**config.mk**
```make
export PLATFORM = sky130hd
export DESIGN_NAME = rf_wb_arbiter
export DESIGN_NICKNAME = d
export VERILOG_FILES = /design/src/rtl/rf_wb_arbiter.sv
export SDC_FILE = /design/constraint.sdc
export NUM_CORES = 1
export LEC_CHECK = 0
export ABC_AREA = 0
export BUFFER_PORTS_ARGS = -buffer_cell sky130_fd_sc_hd__buf_4
export CAP_MARGIN = 20
export CORE_ASPECT_RATIO = 1.75
export CORE_MARGIN = 3
export CORE_UTILIZATION = 50
export DETAILED_ROUTE_END_ITERATION = 6
export GPL_TIMING_DRIVEN = 0
export PLACE_DENSITY = 0.95
export SLEW_MARGIN = 20
export SYNTH_ARGS = -nofsm -noshare
export SYNTH_HDL_FRONTEND = slang
export SYNTH_SLANG_ARGS = --single-unit
export TNS_END_PERCENT = 50
```
**constraint.sdc**
```tcl
create_clock -name i_clk -period 4.1 [get_ports i_clk]
set_input_delay 0.41 -clock i_clk [delete_from_list [all_inputs] [get_ports i_clk]]
set_output_delay 0.41 -clock i_clk [all_outputs]
set_load 0.01 [all_outputs]
```
**src/rtl/rf_wb_arbiter.sv**
```systemverilog
// rtl/rf_wb_arbiter.sv - two-source register-file writeback arbiter with starvation guard
//
// Shares the register file's single synchronous write port between port A
// (in-order pipeline writeback, fixed priority) and port B (long-latency
// unit). B is forced to win after STARVE_MAX consecutive lost cycles. The
// winning write is registered once before driving the rf write port. Writes
// to x0 are accepted immediately and discarded without using the slot.
//
// Ports:
//   i_clk, i_rst_n                    clock, asynchronous active-low reset
//   i_a_valid/i_a_waddr/i_a_wdata     port A request
//   o_a_ready                         port A accepted this cycle (combinational)
//   i_b_valid/i_b_waddr/i_b_wdata     port B request
//   o_b_ready                         port B accepted this cycle (combinational)
//   o_rd_wen/o_rd_waddr/o_rd_wdata    registered rf write port
//   o_b_forced                        starvation guard active this cycle
//   o_conflict_cnt                    saturating count of cycles with both ports contending

module rf_wb_arbiter #(
    parameter int STARVE_MAX = 4,
    parameter int CNT_W      = 16
) (
    input  logic             i_clk,
    input  logic             i_rst_n,
    input  logic             i_a_valid,
    input  logic [4:0]       i_a_waddr,
    input  logic [31:0]      i_a_wdata,
    output logic             o_a_ready,
    input  logic             i_b_valid,
    input  logic [4:0]       i_b_waddr,
    input  logic [31:0]      i_b_wdata,
    output logic             o_b_ready,
    output logic             o_rd_wen,
    output logic [4:0]       o_rd_waddr,
    output logic [31:0]      o_rd_wdata,
    output logic             o_b_forced,
    output logic [CNT_W-1:0] o_conflict_cnt
);

    localparam logic [3:0] STARVE_LIM = 4'(STARVE_MAX);

    logic       a_ev;
    logic       b_ev;
    logic       a_sink;
    logic       b_sink;
    logic       force_b;
    logic       grant_a;
    logic       grant_b;
    logic [3:0] starve_cnt;

    // Effective requests need a real destination; x0 requests are sunk.
    assign a_ev   = i_a_valid && (i_a_waddr != 5'd0);
    assign b_ev   = i_b_valid && (i_b_waddr != 5'd0);
    assign a_sink = i_a_valid && (i_a_waddr == 5'd0);
    assign b_sink = i_b_valid && (i_b_waddr == 5'd0);

    assign force_b = (starve_cnt == STARVE_LIM);

    always_comb begin
        grant_a = 1'b0;
        grant_b = 1'b0;
        if (b_ev && force_b) begin
            grant_b = 1'b1;
        end else if (a_ev) begin
            grant_a = 1'b1;
        end else if (b_ev) begin
            grant_b = 1'b1;
        end
    end

    // Readies are held low throughout reset so no request is consumed then.
    assign o_a_ready  = i_rst_n && (grant_a || a_sink);
    assign o_b_ready  = i_rst_n && (grant_b || b_sink);
    assign o_b_forced = force_b;

    always_ff @(posedge i_clk or negedge i_rst_n) begin
        if (!i_rst_n) begin
            o_rd_wen   <= 1'b0;
            o_rd_waddr <= 5'd0;
            o_rd_wdata <= 32'd0;
        end else if (grant_a) begin
            o_rd_wen   <= 1'b1;
            o_rd_waddr <= i_a_waddr;
            o_rd_wdata <= i_a_wdata;
        end else if (grant_b) begin
            o_rd_wen   <= 1'b1;
            o_rd_waddr <= i_b_waddr;
            o_rd_wdata <= i_b_wdata;
        end else begin
            // Address/data hold so the rf port does not toggle when idle.
            o_rd_wen   <= 1'b0;
        end
    end

    // Counts consecutive cycles B wanted the slot but A took it.
    always_ff @(posedge i_clk or negedge i_rst_n) begin
        if (!i_rst_n) begin
            starve_cnt <= 4'd0;
        end else if (!b_ev || grant_b) begin
            starve_cnt <= 4'd0;
        end else if (grant_a && (starve_cnt < STARVE_LIM)) begin
            starve_cnt <= starve_cnt + 4'd1;
        end
    end

    always_ff @(posedge i_clk or negedge i_rst_n) begin
        if (!i_rst_n) begin
            o_conflict_cnt <= '0;
        end else if (a_ev && b_ev && (o_conflict_cnt != {CNT_W{1'b1}})) begin
            o_conflict_cnt <= o_conflict_cnt + 1'b1;
        end
    end

endmodule

```
==> reports/metrics.cfg <==
[outcome]
status=finished clean

[power_and_ir_drop]
leakage_nw=1.92
ir_drop_mv=0.331
power_w=0.00154
power.density_nw_per_um2=381

[critical_path]
path_max_fanout=5
cp_data_required_time_ns=4.31
arrival_ns=2.51
reg2reg_from=o_conflict_cnt[0]$_DFFE_PN0P_
worstSetupStartpointType=flop
cp_slowest_cell=nor4_1
worst-path-buf-inv=0
path_delay_family=simple AND/OR/NAND/NOR gates
crit_type=flop to flop
critPathMaxStageDelay_ns=0.76
cp-startpoint=o_conflict_cnt[0]$_DFFE_PN0P_
crit_top_cell=nand3_1
crit_path_end_kind=flop
path_cells=ha_1, and3_1, nand3_1, nor4_1, nand3_1, xnor2_1

[synth]
synth_nets=336
syn_area_um2=2780
muxShareOfSynthArea_pct=0.405
yosys.area.top_type=dfrtp_1
ys_warn_count=0
synthTopCellsByCount=nor2_1, dfrtp_1, o22ai_2
syn_inst=255
yosys_most_used_dff=dfrtp_1
synth_edf_count=0
yosysMostFrequentCell=nor2_1
synth-seq-cells=58
synth-simple-area-share_pct=16.7
synth_xor_area_share_pct=4.41
synth_seq_area_share_pct=52.2
synth_top_family_by_area=compound AO/OA/AOI/OAI gates
synth_top_area_share_pct=52.2
yosys.area_share.adder_pct=1.35
yosys-top-cells-area=dfrtp_1, o22ai_2, nor2_1
synth.avg_cell_area_um2=10.9
synth_compound_area_share_pct=20.8
synth.distinct_cells=36
async_flop_share_pct=100

[die]
start_util_pct=52.0
coreArea_um2=5340
die_h_um=105
fp.dieArea_um2=6530
row_count=35
dieWidth_um=62.4
io_pins=135

[clock_network]
clkTransAtPathRegs_ns=0.07
cts_tree=done
cts.repair.resized=0
cts_buffer_depth=2
cts_root_buf=clkbuf_8
hold_buffers=0
cts_buffers=9
h-tree-depth=3
cts.sinks=58
insertion_delay_ns=0.33
cts_setup_buffers=0

[timing]
fin_skew_ns=0.00752
period_share_pct=56.2
hold_violations=0
fin_tns_setup_ns=0
setup_violations=0
timing.fmax_mhz=434
period_needed_ns=2.30
worstMarginPinSlew_ns=0.910
rsz0062_at_grt=false
worst_slack_ns=1.80
drv_slew=0
relSlewSlack_pct=38.7

[run]
maxCapViolations=0

[layout]
finalNonFillerCells=478
synthToLayoutAreaGrowth_pct=45.6
layout-drive-gt1-share_pct=48.5
utilization_pct=75.8
diodes=0
nets=481

[drt]
vias=2565
firstDrtPassIters=5
drt_iter0_drc=132
routed_wirelength_um=7920
drc=0
wl_per_cell_um=16.6
avgViaCountPerCell=5.37
antenna_left=0

[global_routing]
grt_antenna_before_repair=0
grt_max_degree=61
grtUsageTotal_pct=25.3
grt_pass1_wl_um=13000
overflow=0
grt_pass1_vias=2719

[placed_design]
placed_cells=463
port_buffers=134
gp_congestion=0.871
hpwl_um=6070
detailedPlace.worstSlack_ns=1.83

[min_path]
min_path_type=input port to asynchronous set/reset pin

[worst reg2reg max path: stages (launching register included)]
cell and delay (ns):
dfrtp_1 0.46, ha_1 0.24, and3_1 0.22, nand3_1 0.11, nor4_1 0.76, nand3_1 0.22, xnor2_1 0.18
[layout by cell type (no fill, tap or decap), drive strengths merged, types with 2 or more instances in the layout]
| master | instances |
|---|---|
| nand4 | 5 |
| o22ai | 32 |
| or4 | 2 |
| o311a | 2 |
| nand2 | 9 |
| a31oi | 2 |
| buf | 144 |
| o21ai | 3 |
| and3 | 4 |
| a41oi | 2 |
| o21bai | 2 |
| xor2 | 2 |
| nor2 | 72 |
| nand3 | 6 |
| dfrtp | 58 |
| nor3 | 2 |
| xnor2 | 12 |
| clkinv | 3 |
| ha | 3 |
| and2 | 3 |
| inv | 10 |
| a222oi | 5 |
| clkbuf | 12 |
| a21oi | 2 |
[state kept, by name, summed over array words and instances, names as in the netlist]
| name | flops |
|---|---|
| o_rd_wdata | 32 |
| o_conflict_cnt | 16 |
| o_rd_waddr | 5 |
| starve_cnt | 4 |
| o_rd_wen | 1 |
[cell families after synthesis]
| kind of cell | Yosys count |
|---|---|
| AO/OA/AOI/OAI | 53 |
| flip-flops | 58 |
| buffers and inverters | 20 |
| AND/OR/NAND/NOR | 106 |
| XOR/XNOR | 14 |
| adder cells (fa/ha/maj) | 3 |
| multiplexers | 1 |
[stage by stage]
| stage | hold WS, ns | instance area [um2] |
|---|---|---|
| floorplan | 0.114 | 2780 |
| global placement | 0.478 | 3880 |
| detailed placement | 0.478 | 3880 |
| CTS | 0.170 | 4050 |
| global route | 0.195 | 4050 |
| finish | 0.140 | 4050 |
[report_power, final]
part / switching [W] / internal [W]
clock: 0.000212 / 0.000246
combinational: 0.000169 / 0.000207
sequential: 0.0000701 / 0.000640
[area by class of cell]
class                      instances  area [um2]
buffer                            10        78.8
timing repair buffer             134        1010
fill                             378        1290
tap                               74        92.6
sequential                        58        1450
multi-input combinational        177        1210
inverter                          10        37.5
clock buffer                      12         155
clock inverter                     3        15.0
[worst paths after layout]
kind                                                      end  slack (ns)  cells past startpoint
worst max-delay path            o_conflict_cnt[8]$_DFFE_PN0P_        1.80                      6
worst min-delay path               o_rd_wdata[20]$_DFFE_PN0P_        0.14                      1
worst max register to register  o_conflict_cnt[8]$_DFFE_PN0P_        1.80                      6
worst min register to register      o_rd_waddr[2]$_DFFE_PN0P_        0.49                      2
max in group asynchronous           starve_cnt[3]$_DFFE_PN0P_        3.44                      1
min in group i_clk                 o_rd_wdata[16]$_DFFE_PN0P_        0.29                      3
[routing by layer]
metal / vias to the layer above / wire [um] / GRT usage (%)
li1: 1188 / - / -
met1: 1211 / 2820 / 26.4
met2: 139 / 4240 / 46.6
met3: 27 / 612 / 7.63
met4: 0 / 252 / 10.3
met5: - / 0 / 0
Power figures use the tool's default switching activity.
